$ cat config.mk
export PLATFORM = sky130hd
export DESIGN_NAME = mem_loader
export DESIGN_NICKNAME = d
export VERILOG_FILES = /design/src/rtl/mem_loader.sv
export SDC_FILE = /design/constraint.sdc
export NUM_CORES = 1
export LEC_CHECK = 0
export BUFFER_PORTS_ARGS = -buffer_cell sky130_fd_sc_hd__buf_2
export CAP_MARGIN = 20
export CORE_MARGIN = 2
export CORE_UTILIZATION = 55
export DETAILED_ROUTE_END_ITERATION = 10
export PLACE_DENSITY = 0.89
export SYNTH_ARGS = -nofsm -noshare
export SYNTH_HDL_FRONTEND = slang
export SYNTH_SLANG_ARGS = --single-unit
$ cat constraint.sdc
create_clock -name clk -period 4.5 [get_ports clk]
set_input_delay 0 -clock clk [delete_from_list [all_inputs] [get_ports clk]]
set_output_delay 0 -clock clk [all_outputs]
set_load 0.05 [all_outputs]
$ cat src/rtl/mem_loader.sv
// mem_loader: streams bytes into a downstream memory at base..base+length-1 with checksum.
// Define MEM_LOADER_VERIFY_EN to add a readback pass that re-sums memory and flags mismatches.
module mem_loader #(
  parameter int unsigned STALL_LIMIT = 255
) (
  input  logic       clk,
  input  logic       rst_n,
  input  logic       start_i,
  input  logic [7:0] base_addr_i,
  input  logic [7:0] length_i,
  input  logic [7:0] in_data_i,
  input  logic       in_valid_i,
  output logic       in_ready_o,
  output logic [7:0] mem_addr_o,
  output logic [7:0] mem_din_o,
  output logic       mem_we_o,
  input  logic [7:0] mem_dout_i,
  output logic       busy_o,
  output logic       done_o,
  output logic       error_o,
  output logic [8:0] count_o,
  output logic [7:0] checksum_o
);
`ifdef MEM_LOADER_VERIFY_EN
  typedef enum logic [1:0] {IDLE, LOAD, VERIFY, DONE} state_t;
`else
  typedef enum logic [1:0] {IDLE, LOAD, DONE} state_t;
`endif
  localparam logic [7:0] LIM = 8'(STALL_LIMIT);
  state_t     state_q, state_d;
  logic [7:0] base_q, base_d;
  logic [8:0] len_q, len_d;
  logic [8:0] count_q, count_d;
  logic [7:0] sum_q, sum_d;
  logic [7:0] stall_q, stall_d;
  logic       err_q, err_d;
`ifdef MEM_LOADER_VERIFY_EN
  logic [8:0] vidx_q, vidx_d;
  logic [7:0] vsum_q, vsum_d;
`else
  logic       unused_dout;
  assign unused_dout = ^mem_dout_i;
`endif
  always_ff @(posedge clk or negedge rst_n) begin
    if (!rst_n) begin
      state_q <= IDLE;
      base_q  <= '0;
      len_q   <= '0;
      count_q <= '0;
      sum_q   <= '0;
      stall_q <= '0;
      err_q   <= 1'b0;
`ifdef MEM_LOADER_VERIFY_EN
      vidx_q  <= '0;
      vsum_q  <= '0;
`endif
    end else begin
      state_q <= state_d;
      base_q  <= base_d;
      len_q   <= len_d;
      count_q <= count_d;
      sum_q   <= sum_d;
      stall_q <= stall_d;
      err_q   <= err_d;
`ifdef MEM_LOADER_VERIFY_EN
      vidx_q  <= vidx_d;
      vsum_q  <= vsum_d;
`endif
    end
  end
  always_comb begin
    state_d    = state_q;
    base_d     = base_q;
    len_d      = len_q;
    count_d    = count_q;
    sum_d      = sum_q;
    stall_d    = stall_q;
    err_d      = err_q;
    in_ready_o = state_q == LOAD;
    mem_we_o   = in_ready_o && in_valid_i;
    mem_din_o  = in_ready_o ? in_data_i : 8'h00;
`ifdef MEM_LOADER_VERIFY_EN
    vidx_d     = vidx_q;
    vsum_d     = vsum_q;
    mem_addr_o = base_q + ((state_q == VERIFY) ? vidx_q[7:0] : count_q[7:0]);
`else
    mem_addr_o = base_q + count_q[7:0];
`endif
    case (state_q)
      IDLE, DONE: if (start_i) begin
        state_d = LOAD;
        base_d  = base_addr_i;
        len_d   = {length_i == 8'h00, length_i};  // a length of 0 encodes 256
        count_d = '0;
        sum_d   = '0;
        stall_d = '0;
        err_d   = 1'b0;
`ifdef MEM_LOADER_VERIFY_EN
        vidx_d  = '0;
        vsum_d  = '0;
`endif
      end
      LOAD: if (mem_we_o) begin
        count_d = count_q + 9'd1;
        sum_d   = sum_q + in_data_i;
        stall_d = '0;
`ifdef MEM_LOADER_VERIFY_EN
        if (count_d == len_q) state_d = VERIFY;
`else
        if (count_d == len_q) state_d = DONE;
`endif
      end else begin
        stall_d = stall_q + 8'd1;
        if (stall_d == LIM) begin
          state_d = DONE;
          err_d   = 1'b1;
        end
      end
`ifdef MEM_LOADER_VERIFY_EN
      VERIFY: begin
        vidx_d = vidx_q + 9'd1;
        vsum_d = vsum_q + mem_dout_i;
        if (vidx_d == len_q) begin
          state_d = DONE;
          err_d   = vsum_d != sum_q;
        end
      end
`endif
      default: state_d = IDLE;
    endcase
  end
`ifdef MEM_LOADER_VERIFY_EN
  assign busy_o = state_q == LOAD || state_q == VERIFY;
`else
  assign busy_o = state_q == LOAD;
`endif
  assign done_o     = state_q == DONE;
  assign error_o    = err_q;
  assign count_o    = count_q;
  assign checksum_o = sum_q;
endmodule

Yosys cells after proc, flatten, opt, wreduce, memory -nomap -nowiden
Index checks and enable logic that the tools add are counted.
{"block": "op_classes", "n_eq_ne": 10, "div_mod_pow": 0, "reduce_logical": 10, "n_mux": 18, "multipliers": 0, "bitwise_logic": 0, "n_lt_le_gt_ge": 0, "n_addsub": 4, "n_shift": 0}
{"cell": "2-to-1 mux 8 bit", "count": 4}
{"cell": "one-hot mux 8 bit (2 select lines)", "count": 2}
{"cell": "2-to-1 mux 9 bit", "count": 2}
{"cell": "one-hot mux 9 bit (2 select lines)", "count": 1}
{"cell": "adder 8 bit", "count": 2}
{"cell": "adder 9 x 1 -> 9 bit, second input constant", "count": 1}
{"cell": "== test 9 bit", "count": 1}
{"cell": "adder 8 x 1 -> 8 bit, second input constant", "count": 1}
{"cell": "== test 8 bit, second input constant", "count": 1}
{"cell": "zero test 8 bit", "count": 1}
{"cell": "2-to-1 mux 2 bit", "count": 4}
{"cell": "inequality test 2 bit, second input constant", "count": 3}
{"cell": "inequality test 3 x 2 -> 1 bit, second input constant", "count": 2}
{"cell": "AND reduction 3 bit", "count": 2}
{"cell": "one-hot mux 2 bit (2 select lines)", "count": 1}
{"cell": "AND reduction 2 bit", "count": 2}
{"cell": "AND reduction 4 bit", "count": 1}
{"cell": "2-to-1 mux 1 bit", "count": 3}
{"cell": "== test 2 x 1 -> 1 bit, second input constant", "count": 1}
{"cell": "== test 2 bit, second input constant", "count": 1}
{"cell": "zero test 2 bit", "count": 1}
{"cell": "inequality test 2 x 1 -> 1 bit, second input constant", "count": 1}
{"cell": "one-hot mux 1 bit (2 select lines)", "count": 1}
{"cell": "nonzero test 2 bit", "count": 1}
{"cell": "other kinds (2)", "count": 2}
{"block": "word_totals", "register_bits": 45, "mem_count": 0, "output_inout_bits": 38, "mem_bits_ro": 0, "latch_bits": 0, "ram_bits": 0, "elab_cells": 49, "input_bits": 36}

Depth between registers and ports, before layout
Gate-level depths: netlist of run 1.
{"block": "logic_depth", "depth_word": 5, "mapped_depth": 9, "mapped_depth_nobuf": 9}

Worst setup path before layout of run 1
No wires, ideal clock.
{"block": "synth_timing", "path_kind": "flip-flop to output port", "from": "register count_q[0] (netlist: count_o[0])", "to": "output port mem_addr_o[6]", "path_slack_ns": 1.815, "t_arrival_ns": 2.685, "path_stages_with_launch": 10, "required_time_ns": 4.500, "n_path_buf": 0, "path_cell_list": "dfrtp_1 -> ha_1 -> inv_1 -> fa_1 -> nor2b_1 -> o21ai_0 -> nand2b_1 -> a21o_1 -> a21oi_1 -> xnor2_1"}
{"block": "synth_between", "elab_chain_len": 1}
{"element": "from (decl)", "line": "33", "text": "logic [8:0] count_q, count_d;"}
{"element": "from (signal assigned)", "line": "61", "text": "count_q <= count_d;"}
{"element": "adder 8 bit", "line": "87", "text": "mem_addr_o = base_q + count_q[7:0];"}
{"element": "to (decl)", "line": "14", "text": "output logic [7:0] mem_addr_o,"}
Every way passes these cells.

Worst setup path after layout of run 1
{"block": "layout_timing", "from": "register state_q[0]", "to": "register count_q[4] (netlist: count_o[4])"}
{"block": "layout_between", "elab_chain_len": 4, "elab_cells_between_ends": 10, "cone_classes": "eq/ne (4); mux (1); reduce/logical (5)"}
{"element": "from (decl)", "line": "30", "text": "state_t state_q, state_d;"}
{"element": "from (signal assigned)", "line": "58", "text": "state_q <= state_d;"}
{"element": "== test 2 bit, or another cell as far along", "line": "89", "text": "case (state_q)"}
{"element": "OR reduction 2 bit / logical AND 1 bit (equally long branches)", "line": "89, 80"}
{"element": "inequality test 2 bit (no line) / nonzero test 2 bit (equally long branches)"}
{"element": "AND reduction 3 bit (no line)"}
Several ways; a longest one is shown, not always the timed one.
A chain may end at the register's enable or synchronous reset.

==> out/metrics.yaml, run 1 <==
status:
  status: "complete, no violations"
worst_setup_path:
  worst_setup_path_end_kind: "flip-flop"
  r2r_setup_slack_ps: 1740
  path_buf_inv: 1
  crit_slowest_cell: "nand2_1"
  crit_chain: "and2b_1 > nand2_1 > inv_2 > nor2_1 > o21ai_0 > o31ai_1"
  cp.required_ps: 4700
  crit_family: "simple AND/OR/NAND/NOR gates"
  reg2reg_to: "count_o[4]$_DFFE_PN0P_"
  cp_max_fo: 24
  slowest_delay_ps: 680
  r2r_cells: 6
  startpoint: "state_q[0]$_DFFE_PN0P_"
  critPathLaunchType: "flip-flop"
  critPathArrivalTime_ps: 2950
  path_class: "reg -> reg"
  r2r_start: "state_q[0]$_DFFE_PN0P_"
cells_and_area:
  layout_commonest_cell: "nand2_1"
  ff_latch_area_mm2: 0.00113
  final_cell_mix: "69 x nand2_1, 65 x buf_2, 45 x dfrtp_1"
  nFillCells: 382
  n_antenna_cell: 0
  final_layout_size_suffix_gt1_frac: 0.201
  nNetsFinal: 457
  area_delta_synth_final_pct: 20.8
  multi_input_comb_area_mm2: 0.00162
power_and_ir_drop:
  peakVddDrop_uv: 461
  p_per_area_mw_per_mm2: 673
  power_mw: 2.33
  p_leak_nw: 1.71
timing:
  setup_tns_ps: 0
  setup_viol: 0
  final_hold_viol_count: 0
  whs_ps: 8.35
  fmax_mhz: 363
  skew_ps: 14.0
  rsz0062_at_grt: "no"
  final-max-slew-violation-count: 0
  setup_ws_ps: 1740
  min_period_ps: 2760
  fin_crit_sh: 0.613
  slew_headroom: 0.340
  tightest_slew_ps: 990
synth:
  synth_cell_types: 49
  syn_area_mm2: 0.00286
  syn-num-nets: 384
  synthTopCellsByArea: "dfrtp_1 39%, nand2_1 9.0%, ha_1 7.4%"
  synth_edf_count: 0
  yosysTopAreaCellShare: 0.393
  synth.avg_cell_area_um2: 8.71
  yosysWarningCount: 0
  yosys_register_bits: 45
  yosys.area.top_type: "dfrtp_1"
  synth_ff_type: "dfrtp_1"
  ys_seq_area_frac: 0.393
  async_flop_share: 1.00
  synth_cells: 329
clock_tree:
  clock-sinks: 45
  cts_buffers: 5
  htree_levels: 2
  cts_resized: 0
  root_buffer: "clkbuf_8"
  clkTransAtPathRegs_ps: 90
  clock_path_buffers: 2
  insertion_delay_ps: 310
  cts_tree: "done"
floorplan:
  die_area_mm2: 0.00580
  die_y_um: 76.2
  start_util: 0.564
  die_x_um: 76.2
  core.rowCount: 26
  fp.coreArea_mm2: 0.00507
  io_pins: 74
global_routing:
  antenna_found_initial: 0
  grt_start_max_net_pins: 46
  grt_pass1_wl_um: 11400
  overflow: 0
  grt_use_total: 0.241
  first_global_vias: 2499
placement:
  io_buffers: 65
  post-dp-hpwl_um: 4640
  place_congestion: 0.886
  pre_cts_ws_ps: 1910
hold_path:
  hold_path_class: "in -> reg"
  hold_end: "checksum_o[0]$_DFFE_PN0P_"
  hold_depth: 4
  worstHoldStart: "in_data_i[0]"
routing:
  wire_per_inst_um: 14.1
  drt_iter0_drc: 167
  via_per_inst: 5.60
  first_pass_iters: 5
  vias: 2643
  routed_wl_um: 6670
  postRouteAntennaNets: 0
  drcViolationCount: 0
job:
  drv_cap: 0
-- power breakdown --
group | internal, mW | leakage [nW] | switching (mW)
Clock | 0.121 | 0.0433 | 0.137
Sequential | 0.535 | 0.581 | 0.138
Combinational | 0.438 | 1.09 | 0.961
-- worst register-to-register path, delay by kind of cell (launching register included) --
family | cells | cell delay (ps)
AO/OA/AOI/OAI | 2 | 330
buffers and inverters | 1 | 270
AND/OR/NAND/NOR | 3 | 1610
flip-flops | 1 | 450
-- how the worst max path moves through the flow --
stage                             endpoint  slack [ps]  cells past startpoint
detailed placement  count_o[4]$_DFFE_PN0P_        1910                      6
CTS                 count_o[4]$_DFFE_PN0P_        1900                      6
finish              count_o[4]$_DFFE_PN0P_        1740                      6
global route        count_o[4]$_DFFE_PN0P_        1610                      6
global placement    count_o[4]$_DFFE_PN0P_        2000                      6
floorplan                    mem_addr_o[6]        1820                      9
-- cell usage after synthesis (2+ instances only) --
library cell and n:
xnor2_1 17, nand4_1 3, and3_1 4, and2_1 9, ha_1 17, o31ai_1 7, nand2b_1 4, nand2_1 69
or3_1 2, o21ai_0 22, a211oi_1 4, o221ai_1 2, clkbuf_1 12, dfrtp_1 45, xor2_1 8, a21o_1 5
buf_2 2, nor2_1 21, inv_1 9, a31oi_1 2, o21a_1 3, nor4_1 2, a21oi_1 6, fa_1 2
nor2b_1 3, o21ai_1 14, nand3_1 12, buf_6 2
-- registers in the layout (all words and copies together) (netlist names) --
register	cells
checksum_o	8
error_o	1
state_q	2
count_o	9
stall_q	8
base_q	8
len_q	9
-- layer usage --
| layer | global-route usage | up-vias | routed length [um] |
|---|---|---|---|
| met1 | 0.300 | 1244 | 2850 |
| met3 | 0.0438 | 21 | 368 |
| met4 | 0.0964 | 0 | 188 |
| met5 | 0 | - | 0 |
| met2 | 0.415 | 101 | 3270 |
| li1 | - | 1277 | - |
-- cells by family (layout without fill, tap and decap cells) --
family,after synthesis,in the layout,synth area share
compound gates,70,70,0.148
fa+ha+maj,19,19,0.0882
buf+inv,27,100,0.0428
simple gates,142,142,0.242
flops,45,45,0.393
xor+xnor,26,26,0.0861
-- layout make-up --
class                   count  share of cell area
repair buffers             83               0.145
well taps                  70              0.0253
clock inverters             1             0.00217
inverters                  10              0.0108
clock buffers               6              0.0239
multi-input cells         257               0.467
flip-flops and latches     45               0.325
-- through the flow --
step	area, um2	utilization	cells
3_5_place_dp	3200	0.630	448
2_1_floorplan	2860	-	329
4_1_cts	3460	0.682	472
3_3_place_gp	3200	0.630	448
5_1_grt	3460	0.682	472
6_report	3460	0.682	472
-- what timing repair did --
| item | in CTS | in global routing |
|---|---|---|
| endpoints found under the hold margin | 62 | 0 |
| setup buffers | 0 | 0 |
| hold buffers | 17 | 0 |
Power figures use the tool's default switching activity.
==> run 2, diff against run 1 <==
Settings changed: CORE_UTILIZATION 55 to 53, PLACE_DENSITY 0.89 to 0.86.
Clock period 4.5 ns to 2.7 ns, I/O delays scaled along.
==> out/metrics.yaml, run 2 (same netlist as run 1, synthesis figures left out) <==
status:
  status: "complete, no violations"  # unchanged
clock_tree:
  cts_tree: "done"  # unchanged
  cts_buffers: 5  # unchanged
  clock-sinks: 45  # unchanged
  clkTransAtPathRegs_ps: 80  # was 90 ps
  cts_resized: 0  # unchanged
  root_buffer: "clkbuf_8"  # unchanged
  insertion_delay_ps: 300  # was 310 ps
  htree_levels: 2  # unchanged
  clock_path_buffers: 2  # unchanged
worst_setup_path:
  critPathArrivalTime_ps: 2390  # was 2950 ps
  slowest_delay_ps: 450  # was 680 ps
  critPathLaunchType: "flip-flop"  # unchanged
  crit_slowest_cell: "dfrtp_1"  # was nand2_1
  cp.required_ps: 2700  # was 4700 ps
  worst_setup_path_end_kind: "output port"  # was flip-flop
  crit_chain: "ha_1 > a21o_1 > a21oi_1 > o21ai_1 > o41ai_1 > xnor2_1 > buf_2"  # was and2b_1 > nand2_1 > inv_2 > nor2_1 > o21ai_0 > o31ai_1
  cp_max_fo: 6  # was 24
  path_class: "reg -> out"  # was reg -> reg
cells_and_area:
  nFillCells: 389  # was 382
  final_cell_mix: "69 x nand2_1, 65 x buf_2, 45 x dfrtp_1"  # unchanged
  n_antenna_cell: 0  # unchanged
  nNetsFinal: 460  # was 457
  area_delta_synth_final_pct: 22.9  # was 20.8%
  final_layout_size_suffix_gt1_frac: 0.207  # was 0.201
  layout_commonest_cell: "nand2_1"  # unchanged
placement:
  io_buffers: 65  # unchanged
  post-dp-hpwl_um: 4680  # was 4640 um
  place_congestion: 0.856  # was 0.886
power_and_ir_drop:
  power_mw: 4.00  # was 2.33 mW
  p_int_mw: 1.94  # was 1.09 mW
  swShare: 0.515  # was 0.530
  power_frac_seq: 0.277  # was 0.289
  p_per_area_mw_per_mm2: 1130  # was 673 mW/mm2
  netSwitchingPower_mw: 2.06  # was 1.24 mW
  power_frac_comb: 0.592  # was 0.601
  clock_power_share: 0.131  # was 0.111
  peakVddDrop_uv: 910  # was 461 uV
  p_leak_nw: 1.75  # was 1.71 nW
timing:
  setup_viol: 0  # unchanged
  fmax_mhz: 418
  final_hold_viol_count: 0  # unchanged
  skew_ps: 7.03  # was 14.0 ps
  slew_headroom: 0.355  # was 0.340
  rsz0062_at_grt: "no"  # unchanged
  min_period_ps: 2390
  tightest_slew_ps: 968  # was 990 ps
  setup_tns_ps: 0  # unchanged
  final-max-slew-violation-count: 0  # unchanged
  fin_crit_sh: 0.887
floorplan:
  die_y_um: 77.5  # was 76.2 um
  start_util: 0.554  # was 0.564
  die_x_um: 77.5  # was 76.2 um
  die_area_mm2: 0.00601  # was 0.00580 mm2
  core.rowCount: 26  # unchanged
  fp.coreArea_mm2: 0.00517  # was 0.00507 mm2
  io_pins: 74  # unchanged
job:
  drv_cap: 0  # unchanged
global_routing:
  overflow: 0  # unchanged
  antenna_found_initial: 0  # unchanged
  grt_start_max_net_pins: 46  # unchanged
  grt_pass1_wl_um: 11000  # was 11400 um
  grt_use_total: 0.226  # was 0.241
  first_global_vias: 2426  # was 2499
routing:
  drt_iter0_drc: 220  # was 167
  vias: 2637  # was 2643
  wire_per_inst_um: 14.3  # was 14.1 um
  first_pass_iters: 7  # was 5
  postRouteAntennaNets: 0  # unchanged
  via_per_inst: 5.54  # was 5.60
  routed_wl_um: 6790  # was 6670 um
  drcViolationCount: 0  # unchanged
hold_path:
  hold_path_class: "in -> reg"  # unchanged
[run 2: repair_timing]
item,CTS,global route
hold buffers,17,0
setup buffers,0,0
hold endpoints to repair,62,0
[run 2: cell type report]
type	count	area (um2)	share of cell area
sequential	45	1130	0.320
clock buffer	7	86.3	0.0245
clock inverter	1	30.0	0.00853
tap	70	87.6	0.0249
multi-input combinational	257	1620	0.459
timing repair buffer	86	538	0.153
inverter	10	37.5	0.0107
[run 2: power groups by stage]
stage / clock network, mW / logic (mW) / registers [mW]
floorplan: 0 / 1.62 / 1.35
global placement: 0 / 2.28 / 1.10
detailed placement: 0 / 2.33 / 1.11
CTS: 0.532 / 2.36 / 1.10
global route: 0.561 / 2.55 / 1.13
finish: 0.524 / 2.37 / 1.10
[run 2: worst paths after layout]
| check | start | end | slack, ps | depth (start not counted) |
|---|---|---|---|---|
| worst max-delay path | count_o[1]$_DFFE_PN0P_ | mem_addr_o[7] | 310 | 7 |
| worst min-delay path | in_data_i[0] | checksum_o[0]$_DFFE_PN0P_ | 20 | 4 |
| worst max register to register | count_o[0]$_DFFE_PN0P_ | state_q[1]$_DFFE_PN0P_ | 550 | 6 |
| worst min register to register | stall_q[7]$_DFFE_PN0P_ | stall_q[7]$_DFFE_PN0P_ | 490 | 1 |
| max in group asynchronous | rst_n | stall_q[5]$_DFFE_PN0P_ | 2220 | 3 |
| min in group asynchronous | rst_n | base_q[4]$_DFFE_PN0P_ | 50 | 2 |
[run 2: metrics by stage]
stage / cell area (um2) / util / instances / setup WS [ps] / hold slack (ps)
3_5_place_dp: 3210 / 0.621 / 450 / 585 / 194
5_1_grt: 3520 / 0.681 / 476 / 148 / 44.1
6_report: 3520 / 0.681 / 476 / 306 / 24.4
3_3_place_gp: 3210 / 0.621 / 450 / 644 / 189
2_1_floorplan: 2860 / - / 329 / 15.2 / -296
4_1_cts: 3500 / 0.677 / 475 / 316 / 31.4
[run 2: critical path, delay by kind of cell (launching register included)]
kind / cells / cell delay (ps)
compound gates: 4 / 890
flops: 1 / 450
fa+ha+maj: 1 / 310
buf+inv: 1 / 280
xor+xnor: 1 / 170
[run 2: per-layer routing]
metal,track usage,share of wire
met5,0,0
met1,0.293,0.43
met4,0.0714,0.016
met3,0.0337,0.062
met2,0.390,0.50
